### src/rtl/regwb_arbiter_pkg.sv
// ----------------------------------------------------------------------------
// regwb_arbiter_pkg
// Shared definitions for the register-file writeback arbiter:
//   WORD_WIDTH     default data word width
//   REGADDR_WIDTH  default register address width
//   pri_e          round-robin priority state (PRI_ALU=0, PRI_MEM=1)
// ----------------------------------------------------------------------------
package regwb_arbiter_pkg;

    localparam int WORD_WIDTH    = 32;
    localparam int REGADDR_WIDTH = 5;

    typedef enum logic {
        PRI_ALU = 1'b0,
        PRI_MEM = 1'b1
    } pri_e;

endpackage

### src/rtl/regwb_arbiter_if.sv
// ----------------------------------------------------------------------------
// regwb_arbiter_if
// Bundles the two writeback requesters, the decode-stage source registers,
// the hazard flag and the register-file write port.
//   master : requester / decode / register-file side
//   slave  : arbiter side (drives ready, hazard and the write port)
// ----------------------------------------------------------------------------
interface regwb_arbiter_if
    import regwb_arbiter_pkg::*;
#(
    parameter int WORD_WIDTH    = regwb_arbiter_pkg::WORD_WIDTH,
    parameter int REGADDR_WIDTH = regwb_arbiter_pkg::REGADDR_WIDTH
);
    // requester 0: ALU writeback
    logic                     alu_valid;
    logic [REGADDR_WIDTH-1:0] alu_reg;
    logic [WORD_WIDTH-1:0]    alu_data;
    logic                     alu_ready;
    // requester 1: load writeback
    logic                     mem_valid;
    logic [REGADDR_WIDTH-1:0] mem_reg;
    logic [WORD_WIDTH-1:0]    mem_data;
    logic                     mem_ready;
    // decode-stage hazard query
    logic [REGADDR_WIDTH-1:0] rs_addr;
    logic [REGADDR_WIDTH-1:0] rt_addr;
    logic                     hazard;
    // register-file write port
    logic                     reg_wrt;
    logic [REGADDR_WIDTH-1:0] wrt_reg;
    logic [WORD_WIDTH-1:0]    wrt_dt;

    modport master (
        output alu_valid, alu_reg, alu_data,
        output mem_valid, mem_reg, mem_data,
        output rs_addr, rt_addr,
        input  alu_ready, mem_ready, hazard,
        input  reg_wrt, wrt_reg, wrt_dt
    );

    modport slave (
        input  alu_valid, alu_reg, alu_data,
        input  mem_valid, mem_reg, mem_data,
        input  rs_addr, rt_addr,
        output alu_ready, mem_ready, hazard,
        output reg_wrt, wrt_reg, wrt_dt
    );

endinterface

### src/rtl/regwb_arbiter_reg_match.sv
// ----------------------------------------------------------------------------
// reg_match
// Register-address comparator used by the hazard logic.
//   i_a, i_b  register addresses to compare
//   o_match   1 when equal and nonzero (register 0 never creates a hazard)
// ----------------------------------------------------------------------------
module reg_match
    import regwb_arbiter_pkg::*;
#(
    parameter int REGADDR_WIDTH = regwb_arbiter_pkg::REGADDR_WIDTH
) (
    input  logic [REGADDR_WIDTH-1:0] i_a,
    input  logic [REGADDR_WIDTH-1:0] i_b,
    output logic                     o_match
);

    assign o_match = (i_a == i_b) && (i_a != '0);

endmodule

### src/rtl/regwb_arbiter.sv
// ----------------------------------------------------------------------------
// regwb_arbiter
// Two-requester round-robin arbiter for the register-file write port.
//   clk  single clock, rising edge
//   rst  asynchronous, active-high reset
//   bus  regwb_arbiter_if.slave: ALU/MEM valid-ready requests, decode source
//        registers and hazard flag, registered register-file write port
// A grant is combinational from the valid inputs and the priority bit; the
// granted write reaches the register file one cycle later.
// ----------------------------------------------------------------------------
module regwb_arbiter
    import regwb_arbiter_pkg::*;
#(
    parameter int WORD_WIDTH    = regwb_arbiter_pkg::WORD_WIDTH,
    parameter int REGADDR_WIDTH = regwb_arbiter_pkg::REGADDR_WIDTH
) (
    input logic            clk,
    input logic            rst,
    regwb_arbiter_if.slave bus
);

    pri_e                     r_pri;
    pri_e                     w_pri_nxt;
    logic                     w_alu_gnt;
    logic                     w_mem_gnt;
    logic                     r_reg_wrt;
    logic [REGADDR_WIDTH-1:0] r_wrt_reg;
    logic [WORD_WIDTH-1:0]    r_wrt_dt;
    logic [5:0]               w_match;

    // Priority state register
    always_ff @(posedge clk or posedge rst) begin
        if (rst) begin
            r_pri <= PRI_ALU;
        end else begin
            r_pri <= w_pri_nxt;
        end
    end

    // Grant and next priority. Ready is held low while rst is asserted so no
    // request is consumed during reset and it stays pending for later.
    always_comb begin
        w_alu_gnt = 1'b0;
        w_mem_gnt = 1'b0;
        w_pri_nxt = r_pri;
        if (!rst) begin
            if (bus.alu_valid && (!bus.mem_valid || r_pri == PRI_ALU)) begin
                w_alu_gnt = 1'b1;
            end else if (bus.mem_valid) begin
                w_mem_gnt = 1'b1;
            end
        end
        if (w_alu_gnt) begin
            w_pri_nxt = PRI_MEM;
        end else if (w_mem_gnt) begin
            w_pri_nxt = PRI_ALU;
        end
    end

    // Output register: one-cycle write pulse. Writes to register 0 are
    // consumed but suppressed here.
    always_ff @(posedge clk or posedge rst) begin
        if (rst) begin
            r_reg_wrt <= 1'b0;
            r_wrt_reg <= '0;
            r_wrt_dt  <= '0;
        end else if (w_alu_gnt) begin
            r_reg_wrt <= (bus.alu_reg != '0);
            r_wrt_reg <= bus.alu_reg;
            r_wrt_dt  <= bus.alu_data;
        end else if (w_mem_gnt) begin
            r_reg_wrt <= (bus.mem_reg != '0);
            r_wrt_reg <= bus.mem_reg;
            r_wrt_dt  <= bus.mem_data;
        end else begin
            r_reg_wrt <= 1'b0;
        end
    end

    // Hazard comparators: even index vs rs_addr, odd vs rt_addr;
    // pairs 0-1 ALU request, 2-3 MEM request, 4-5 in-flight write.
    for (genvar g = 0; g < 6; g++) begin : g_match
        reg_match #(
            .REGADDR_WIDTH(REGADDR_WIDTH)
        ) u_match (
            .i_a    ((g < 2) ? bus.alu_reg : ((g < 4) ? bus.mem_reg : r_wrt_reg)),
            .i_b    ((g % 2 == 1) ? bus.rt_addr : bus.rs_addr),
            .o_match(w_match[g])
        );
    end

    assign bus.hazard    = (bus.alu_valid && (|w_match[1:0]))
                         || (bus.mem_valid && (|w_match[3:2]))
                         || (r_reg_wrt     && (|w_match[5:4]));
    assign bus.alu_ready = w_alu_gnt;
    assign bus.mem_ready = w_mem_gnt;
    assign bus.reg_wrt   = r_reg_wrt;
    assign bus.wrt_reg   = r_wrt_reg;
    assign bus.wrt_dt    = r_wrt_dt;

endmodule

### src/flat_wrapper.sv
// flat-port wrapper written by rule: the top's interface ports become plain ports
module regwb_arbiter_flat import regwb_arbiter_pkg::*;
#(
    parameter int WORD_WIDTH    = regwb_arbiter_pkg::WORD_WIDTH,
    parameter int REGADDR_WIDTH = regwb_arbiter_pkg::REGADDR_WIDTH
)
  (clk, rst, bus_alu_valid, bus_alu_reg, bus_alu_data, bus_mem_valid, bus_mem_reg, bus_mem_data, bus_rs_addr, bus_rt_addr, bus_alu_ready, bus_mem_ready, bus_hazard, bus_reg_wrt, bus_wrt_reg, bus_wrt_dt);
  regwb_arbiter_if #(.WORD_WIDTH(WORD_WIDTH), .REGADDR_WIDTH(REGADDR_WIDTH)) bus_i ();
  input logic clk;
  input logic rst;
  input wire logic [$bits(bus_i.alu_valid)-1:0] bus_alu_valid;
  input wire logic [$bits(bus_i.alu_reg)-1:0] bus_alu_reg;
  input wire logic [$bits(bus_i.alu_data)-1:0] bus_alu_data;
  input wire logic [$bits(bus_i.mem_valid)-1:0] bus_mem_valid;
  input wire logic [$bits(bus_i.mem_reg)-1:0] bus_mem_reg;
  input wire logic [$bits(bus_i.mem_data)-1:0] bus_mem_data;
  input wire logic [$bits(bus_i.rs_addr)-1:0] bus_rs_addr;
  input wire logic [$bits(bus_i.rt_addr)-1:0] bus_rt_addr;
  output wire logic [$bits(bus_i.alu_ready)-1:0] bus_alu_ready;
  output wire logic [$bits(bus_i.mem_ready)-1:0] bus_mem_ready;
  output wire logic [$bits(bus_i.hazard)-1:0] bus_hazard;
  output wire logic [$bits(bus_i.reg_wrt)-1:0] bus_reg_wrt;
  output wire logic [$bits(bus_i.wrt_reg)-1:0] bus_wrt_reg;
  output wire logic [$bits(bus_i.wrt_dt)-1:0] bus_wrt_dt;
  assign bus_i.alu_valid = bus_alu_valid;
  assign bus_i.alu_reg = bus_alu_reg;
  assign bus_i.alu_data = bus_alu_data;
  assign bus_i.mem_valid = bus_mem_valid;
  assign bus_i.mem_reg = bus_mem_reg;
  assign bus_i.mem_data = bus_mem_data;
  assign bus_i.rs_addr = bus_rs_addr;
  assign bus_i.rt_addr = bus_rt_addr;
  assign bus_alu_ready = bus_i.alu_ready;
  assign bus_mem_ready = bus_i.mem_ready;
  assign bus_hazard = bus_i.hazard;
  assign bus_reg_wrt = bus_i.reg_wrt;
  assign bus_wrt_reg = bus_i.wrt_reg;
  assign bus_wrt_dt = bus_i.wrt_dt;
  regwb_arbiter #(.WORD_WIDTH(WORD_WIDTH), .REGADDR_WIDTH(REGADDR_WIDTH)) u_core (.clk(clk), .rst(rst), .bus(bus_i));
endmodule
### config.mk
export PLATFORM = sky130hd
export DESIGN_NAME = regwb_arbiter_flat
export DESIGN_NICKNAME = d
export VERILOG_FILES = /design/src/rtl/regwb_arbiter_pkg.sv /design/src/rtl/regwb_arbiter_if.sv /design/src/rtl/regwb_arbiter_reg_match.sv /design/src/rtl/regwb_arbiter.sv /design/src/flat_wrapper.sv
export SDC_FILE = /design/constraint.sdc
export NUM_CORES = 1
export LEC_CHECK = 0
export CORE_UTILIZATION = 37
export CTS_CLUSTER_DIAMETER = 100
export DETAILED_ROUTE_END_ITERATION = 16
export GPL_TIMING_DRIVEN = 0
export HOLD_SLACK_MARGIN = 0.05
export PLACE_DENSITY = 0.92
export SLEW_MARGIN = 5
export SYNTH_ARGS = -nofsm -noshare
export SYNTH_HDL_FRONTEND = slang
export SYNTH_SLANG_ARGS = --single-unit
export TNS_END_PERCENT = 20
### constraint.sdc
create_clock -name clk -period 2.6 [get_ports clk]
set_clock_uncertainty 0.05 [all_clocks]
set_input_delay 0.39 -clock clk [delete_from_list [all_inputs] [get_ports clk]]
set_output_delay 0.39 -clock clk [all_outputs]
set_load 0.005 [all_outputs]
Yosys cells after proc, flatten, opt, wreduce, memory -nomap -nowiden
Index checks and enable logic that the tools add are counted.
{"block": "op_classes", "addsub": 0, "multipliers": 0, "div": 0, "order_cmp": 0, "eq_ne": 6, "n_shift": 0, "n_mux": 13, "n_bitwise": 1, "reduce_logical": 21}
{"cell": "$mux W32", "count": 2}
{"cell": "$eq A5 B5 Y1", "count": 6}
{"cell": "$reduce_bool A5 Y1", "count": 3}
{"cell": "$logic_and A1 B1 Y1", "count": 10}
{"cell": "$mux W5", "count": 2}
{"cell": "$mux W1", "count": 9}
{"cell": "$reduce_or A2 Y1", "count": 3}
{"cell": "$logic_or A1 B1 Y1", "count": 3}
{"cell": "$reduce_bool A2 Y1", "count": 1}
{"cell": "$logic_not A1 Y1", "count": 1}
{"cell": "$not A1 Y1", "count": 1}
{"block": "totals", "reg_bits": 39, "latch_bits": 0, "ramBits": 0, "rom_bits": 0, "inputBits": 88, "out_inout_bits": 41, "word_cells": 45, "memories": 0}

Depth between registers and ports, before layout
Gate-level depths: netlist of run 1.
{"block": "logic_depth", "depth_word": 7, "depth_mapped": 7, "ltp_nobuf": 5}

By module
A second synthesis of run 1 with hierarchy kept.
{"block": "hier_totals", "hier_cells": 194, "area_unflattened_um2": 2384.8}
{"module": "regwb_arbiter", "n_inst": 1, "cells_each": 140, "area_each_um2": 1964.4, "seq_area_each_um2": 975.9}
{"module": "reg_match", "n_inst": 6, "cells_each": 9, "area_each_um2": 70.1, "seq_area_each_um2": 0.0}

Worst setup path after synthesis of run 1
OpenSTA, ideal clock, no wires.
{"block": "synth_path", "path_kind": "input port to output port", "start": "input rst", "end": "output bus_alu_ready", "arrival_ps": 2018, "required_time_ps": 2160, "setup_slack_ps": 142, "path_stages": 5, "path_buffers": 2, "cell_sequence": "inv_1 nand3_2 inv_1 buf_4 buf_2"}
{"block": "synth_between", "elab_chain_cells": 1}
{"item": "start: declaration", "line": "flat_wrapper.sv:10", "source": "input logic rst;"}
{"item": "$mux W1", "line": "regwb_arbiter.sv:46", "source": "if (!rst) begin"}
{"item": "end: declaration", "line": "flat_wrapper.sv:19", "source": "output wire logic [$bits(bus_i.alu_ready)-1:0] bus_alu_ready;"}
Every way passes these cells.

Worst setup path after layout of run 1
{"block": "layout_path", "start": "input bus_rt_addr[1]", "end": "output bus_hazard"}
{"block": "layout_between", "elab_chain_cells": 6, "elab_cells_between_ends": 14, "cone_classes": "eq/ne: 3; reduce/logical: 11"}
{"item": "start: declaration", "line": "flat_wrapper.sv:18", "source": "input wire logic [$bits(bus_i.rt_addr)-1:0] bus_rt_addr;"}
{"item": "$eq A5 B5 Y1", "line": "regwb_arbiter_reg_match.sv:17", "source": "assign o_match = (i_a == i_b) && (i_a != '0);"}
{"item": "$logic_and A1 B1 Y1", "line": "regwb_arbiter_reg_match.sv:17"}
{"item": "$reduce_or A2 Y1, on equally long branches", "line": "regwb_arbiter.sv:92, regwb_arbiter.sv:93"}
{"item": "$logic_and A1 B1 Y1, on equally long branches", "line": "regwb_arbiter.sv:92, regwb_arbiter.sv:93"}
{"item": "$logic_or A1 B1 Y1", "line": "regwb_arbiter.sv:93", "source": "|| (bus.mem_valid && (|w_match[3:2]))"}
{"item": "$logic_or A1 B1 Y1 (*)", "line": "regwb_arbiter.sv:94", "source": "|| (r_reg_wrt && (|w_match[5:4]));"}
{"item": "end: declaration", "line": "flat_wrapper.sv:21", "source": "output wire logic [$bits(bus_i.hazard)-1:0] bus_hazard;"}
Mark *: on every way between the ends. The rest lies on a longest branch, timed or not.

==> results of run 1 <==
path summary, 6_finish.rpt:
check	from	endpoint	slack, ps	cells past startpoint
setup / recovery	bus_rt_addr[1]	bus_hazard	80	6
hold / removal	rst	u_core.bus.wrt_reg[2]	210	2
setup reg to reg	u_core.r_pri	u_core.bus.wrt_dt[29]	1040	7
hold reg to reg	u_core.bus.wrt_dt[3]	u_core.bus.wrt_dt[3]	450	2
max in group asynchronous	rst	u_core.bus.wrt_dt[25]	2040	2
min in group clk	u_core.bus.wrt_dt[3]	u_core.bus.wrt_dt[3]	450	2
placed cells by master (no fill, tap or decap), types with 9 or more instances in the layout:
cell / count
sky130_fd_sc_hd__clkdlybuf4s50_1: 107
sky130_fd_sc_hd__dfrtp_1: 39
sky130_fd_sc_hd__o22ai_1: 37
sky130_fd_sc_hd__nor2_1: 28
sky130_fd_sc_hd__nand2_1: 27
sky130_fd_sc_hd__o21ai_1: 18
sky130_fd_sc_hd__dlygate4sd2_1: 18
sky130_fd_sc_hd__xnor2_1: 15
sky130_fd_sc_hd__xor2_1: 14
sky130_fd_sc_hd__o21ai_0: 9
layer usage:
metal	wire length [um]	track usage
met1	2800	0.292
met2	3520	0.441
met3	419	0.0551
met4	197	0.110
met5	0	0
area by class of cell:
cell class | instances | area (sq um)
Timing Repair inverter | 1 | 8.76
Multi-Input combinational cell | 170 | 991
Timing Repair Buffer | 128 | 1270
Inverter | 4 | 46.3
Sequential cell | 39 | 976
Clock inverter | 2 | 60.1
Buffer | 12 | 81.3
Fill cell | 438 | 1650
Tap cell | 70 | 87.6
Clock buffer | 6 | 72.6
repair_timing:
item / 4_1_cts / 5_1_grt
pin swaps: 1 / 1
cloned: 1 / 0
hold endpoints to repair: 0 / 0
endpoints found under the setup margin: 2 / 2
resized for setup: 25 / 3
per-stage QoR:
| stage | cell area, sq um | power [mW] | setup TNS (ps) |
|---|---|---|---|
| floorplan | 2060 | 1.04 | 0 |
| global placement | 3430 | 1.46 | -28600 |
| detailed placement | 3430 | 1.49 | -6870 |
| CTS | 3580 | 2.09 | 0 |
| global route | 3590 | 2.18 | 0 |
| finish | 3590 | 2.07 | 0 |
where the power goes:
part | leakage (nW) | internal (mW) | switching [mW]
registers | 0.454 | 0.717 | 0.0808
clock network | 0.0654 | 0.384 | 0.213
logic | 0.934 | 0.421 | 0.259
logic make-up after synthesis:
| logic type | after synthesis | share of synthesized area |
|---|---|---|
| AO/OA/AOI/OAI | 69 | 0.200 |
| XOR/XNOR | 30 | 0.128 |
| buffers and inverters | 17 | 0.0517 |
| flip-flops | 39 | 0.474 |
| AND/OR/NAND/NOR | 71 | 0.147 |
critical path: stages:
cell,delay (ps)
sky130_fd_sc_hd__clkdlybuf4s50_1,500
sky130_fd_sc_hd__xor2_1,200
sky130_fd_sc_hd__nor3_1,180
sky130_fd_sc_hd__a31oi_1,100
sky130_fd_sc_hd__o221ai_1,180
sky130_fd_sc_hd__clkdlybuf4s50_1,530
==> results list, run 1 <==
- In this run, synthesis produced a sequential element count of 39.
* Vias: 2283
* Largest net degree at the start of global routing: 21
- The H-tree was split into 2 levels.
- FFs w/ async S/R, synth: 1.00
* Max-slew violation total from the final report: 0
- Worst slack on hold paths: 214 ps
* Count leader, synth: sky130_fd_sc_hd__dfrtp_1
* Max-cap violation count: 0
* P_leak: 1.45 nW
- Number of violations reported at the end of detailed-routing iteration 0: 105
- Top cell type's share of synthesized area: 0.474
- For this run, the number of standard cells in the final layout without fillers is 432.
* Critical Path Fanout Max: 3
* Synthesized area per cell: 9.11 sq um
- CP Data Required Time: 2160 ps
- GR Util All Layers: 0.251
- Setup crit end kind: output port
* CTS Buffer Depth: 2
- Synthesis produced 226 cells.
- Cell area after technology mapping: 2060 sq um
* CTS tree: yes
- Skew-Pair Late Insertion Delay: 290 ps
* Final worst setup slack: 77.6 ps
* Post-placement cell count: 424
* Area growth from synthesis to final layout: 74.4%
* Total half-perimeter wirelength after legalization and detailed placement: 5.26 mm
- CTS Root Buffer Type: sky130_fd_sc_hd__clkbuf_8
* Port-buffer cells: 128
- Standard-cell rows: 26
- The clock period could shrink to 2520 ps.
- After detailed routing, the total wire length is 6.94 mm.
- The hold violation total from the final report came to 0.
- Of the cells placed in the final design, the portion with a size suffix greater than 1 is 0.0580.
- STA classifies the critical path startpoint as a primary input.
* Chip Width: 76.6 um
- The flow ran to the end, and the final reports show no timing, DRC or antenna violations.
- 129 I/O pins were placed.
- At the end of routability-driven placement, the weighted congestion stood at 0.831.
- For the pin with the worst max-slew slack, the measured transition is 515 ps.
- After detailed routing, the average wire length per cell comes to 16.1 um.
- Number of remaining DRC errors: 0
- The floorplan step defined a die boundary enclosing 5870 sq um.
- Max Clk Rate: 0.396 GHz
- The worst-case IR drop observed on VDD is 397 uV.
- In the finished design, the share of the clock period the worst path needs comes to 0.970.
- For this configuration, the core starts out at a cell density of 0.393.
- Number of global-route vias before repair: 2398
- Core region area: 5240 sq um
- The number of nets handed over by synthesis was 314.
* Height of the die: 76.6 um
* Number of vias per cell after detailed routing: 5.28
* Worst slew margin relative to its limit: 0.657
- Count of inserted antenna diode cells: 0
- TritonCTS created 5 clock buffers.
* Number of distinct library cell variants in the gate-level netlist after synthesis: 23
- Final Core Density: 0.685
- Antenna violation net count after detailed routing: 0
* Worst endpoint data arrival time: 2080 ps
- The first global-routing pass estimated 11.5 mm of wire.
* DP Worst Slack: -864 ps
- The number of antenna violations at the first check in global routing is 0.
* RSZ-0062 raised after global routing: false
* Cell types with the largest area share after synthesis: sky130_fd_sc_hd__dfrtp_1 (47%), sky130_fd_sc_hd__o22ai_1 (11%), sky130_fd_sc_hd__xnor2_1 (6.8%)
* Clock transition time at the flip-flop clock pins of the worst setup and hold paths: 80 ps
- For this run, the register share of the synthesized area comes to 0.474.
- Top cell types by occurrence after synthesis: sky130_fd_sc_hd__dfrtp_1 (39), sky130_fd_sc_hd__o22ai_1 (37), sky130_fd_sc_hd__nor2_1 (28), sky130_fd_sc_hd__nand2_1 (27), sky130_fd_sc_hd__o21ai_1 (18)
- The first detailed-routing pass ran for 4 iterations.
- For this run, the number of Yosys warnings is 0.
- TritonCTS Sinks: 39
* Final-report setup violation count: 0
* Final-stage net count: 449
- Final global-route overflow total: 0
* Power per cell area: 578 nW/um^2
- Number of enable-type register cells in the synthesized netlist: 0
* Quantity of hold-fixing buffers added after cts: 0
- Hold crit path type: primary input to async pin
- The register with the most flip-flops in the layout has 32 of them.
- The critical path is of the primary input to output port type.
- Post CTS Setup Buffer Count: 0
- For this run, the leading register cell type out of synthesis is sky130_fd_sc_hd__dfrtp_1.
* Synth area leader: sky130_fd_sc_hd__dfrtp_1
Power figures use the tool's default switching activity.
==> run 2: changes to the inputs <==
--- a/config.mk
+++ b/config.mk
@@ -5,6 +5,8 @@
 export SDC_FILE = /design/constraint.sdc
 export NUM_CORES = 1
 export LEC_CHECK = 0
+export ABC_CLOCK_PERIOD_IN_PS = 2600
+export CORE_ASPECT_RATIO = 1.25
 export CORE_UTILIZATION = 37
 export CTS_CLUSTER_DIAMETER = 100
 export DETAILED_ROUTE_END_ITERATION = 16
==> results list, run 2 (synthesis results as in run 1) <==
- Power after layout: 1.93 mW
- TritonCTS Sinks: 39
* Max reg flops: 32
- Skew-Pair Late Insertion Delay: 290 ps
- Worst-path cell chain: clkdlybuf4s50_1 -> xor2_1 -> nor3_1 -> a31oi_1 -> o221ai_1 -> clkdlybuf4s50_1
- Entering global routing, the biggest net connects 21 pins.
- Number of global-route vias before repair: 2359
* Slowest library cell on the worst path: sky130_fd_sc_hd__clkdlybuf4s50_1
* Global placer's final weighted congestion: 0.908
- Total half-perimeter wirelength after legalization and detailed placement: 5.21 mm
* Result of the run: finished clean
* GR Util All Layers: 0.254
* CP Data Required Time: 2160 ps
- RSZ-0062 raised after global routing: false
* Worst endpoint data arrival time: 2100 ps
- Number of buffers added by the clock tree synthesis step: 5
- The repair_antennas step left the layout with diodes totalling 0.
* Worst setup path category: primary input to output port
- For this design, the CTS-stage hold fixing added 0 buffers.
- Port-buffer cells: 128
- Clock tree synthesis selected as its root buffer the cell sky130_fd_sc_hd__clkbuf_8.
- # H-tree levels: 2
- In this run the post-CTS setup repair buffer count came out at 0.
- Headroom to the max-slew limit came out at 0.671.
* Area growth from synthesis to final layout: 74.5%
- Leaving out fill and tap cells, the most frequent cell in the layout is sky130_fd_sc_hd__clkdlybuf4s50_1.
* Worst slack on hold paths: 221 ps
- Initial standard-cell utilization of the core: 0.381
- Top-level I/O count: 129
- Of the cells placed in the final design, the portion with a size suffix greater than 1 is 0.0689.
* Fillcell total: 437
* Setup crit end kind: output port
- Peak supply drop: 312 uV
- Vias: 2276
- Adding up every negative setup slack in the final design gives 0 ps.
- Number of optimization iterations in the first detailed-route pass: 4
- The die covers 5870 sq um.
* DP Worst Slack: -869 ps
* Critical path's largest stage delay: 530 ps
* Actual transition at the worst max-transition pin: 494 ps
* Number of vias per cell after detailed routing: 5.33
* Standard-cell rows: 30
* Core region area: 5410 sq um
* Routed wire length per instance: 16.3 um
* Highest-count cells in the layout ignoring fill and taps: sky130_fd_sc_hd__clkdlybuf4s50_1 (107), sky130_fd_sc_hd__dfrtp_1 (39), sky130_fd_sc_hd__o22ai_1 (37)
- Hold crit path type: primary input to async pin
* Antenna violation net count after detailed routing: 0
* Max Clk Rate: 0.394 GHz
- Max-cap violations in this run came to 0.
- Number of violations reported at the end of detailed-routing iteration 0: 185
- In this run the static leakage power is 1.48 nW.
* Number of hold-slack violations in the final timing report: 0
- Chip Width: 68.7 um
* CTS Buffer Depth: 2
* Power per cell area: 539 nW/um^2
- Antenna violations before repair: 0
* Crit-path most repeated cell: sky130_fd_sc_hd__clkdlybuf4s50_1
- Total routed wirelength: 6.97 mm
- Fin crit share: 0.977
- The worst setup path is launched from a primary input.
- TritonCTS built the clock tree.
- Max-slew violation total from the final report: 0
* Post-route minimum period: 2540 ps
* Height of the die: 85.4 um
* Critical Path Fanout Max: 3
- After layout, the worst setup slack is 60.6 ps.
* Final-report setup violation count: 0
* Wire length of the first global-routing pass: 11.1 mm
- Clock transition time at the flip-flop clock pins of the worst setup and hold paths: 80 ps
* Final global-route overflow total: 0
- Number of remaining DRC errors: 0
- Final-stage net count: 450
-- run 2: cell count changes in the layout (fill, tap and decap cells not counted), sizes merged --
cell | before | now
dlygate4sd2 | 18 | 13
dlymetal6s2s | 3 | 8
bufinv | 3 | 1
clkbuf | 11 | 13
inv | 3 | 4
-- run 2: worst paths after layout --
check	endpoint	depth (start not counted)	startpoint	slack, ps
hold / removal	u_core.bus.wrt_dt[27]	2	rst	220
hold reg to reg	u_core.bus.wrt_dt[17]	2	u_core.bus.wrt_dt[17]	450
setup / recovery	bus_hazard	6	bus_rt_addr[1]	60
min in group clk	u_core.bus.wrt_dt[17]	2	u_core.bus.wrt_dt[17]	450
setup reg to reg	u_core.bus.wrt_dt[18]	5	u_core.r_pri	1080
max in group asynchronous	u_core.bus.wrt_dt[29]	2	rst	2050
-- run 2: per-stage QoR --
| step | util | cells | instance area [sq um] |
|---|---|---|---|
| CTS | 0.659 | 427 | 3560 |
| detailed placement | 0.633 | 418 | 3420 |
| finish | 0.664 | 427 | 3590 |
| global placement | 0.633 | 418 | 3420 |
| global route | 0.664 | 427 | 3590 |
| floorplan | - | 226 | 2060 |
-- run 2: area by class of cell --
class | count | area, sq um | share of cell area
Buffer | 12 | 85.1 | 0.0237
Inverter | 4 | 46.3 | 0.0129
Sequential cell | 39 | 976 | 0.272
Tap cell | 64 | 80.1 | 0.0223
Timing Repair inverter | 2 | 17.5 | 0.00488
Multi-Input combinational cell | 170 | 1000 | 0.279
Clock buffer | 8 | 100 | 0.0279
Timing Repair Buffer | 128 | 1280 | 0.358
-- run 2: repair_timing --
item,CTS,global route
gates resized for setup,22,10
setup endpoints to repair,2,2
gates cloned,2,0
-- run 2: metal layers --
metal  GRT usage  part of all wire  vias to the layer above
met5           0                 0                        -
met4       0.104             0.021                        0
met3      0.0457             0.054                       12
met2       0.443              0.54                       87
met1       0.298              0.39                     1106
li1            -                 -                     1071
-- run 2: where the power goes --
group / internal [mW] / total (mW) / leakage (nW) / switching [mW]
Sequential: 0.717 / 0.797 / 0.454 / 0.0798
Combinational: 0.424 / 0.686 / 0.977 / 0.262
Clock: 0.242 / 0.451 / 0.0515 / 0.209
Total: 1.38 / 1.93 / 1.48 / 0.551
-- run 2: worst max-delay path: cells and delay by family --
kind	cells	cell delay (ps)
compound gates	2	300
simple gates	1	210
buf+inv	2	1010
xor+xnor	1	190
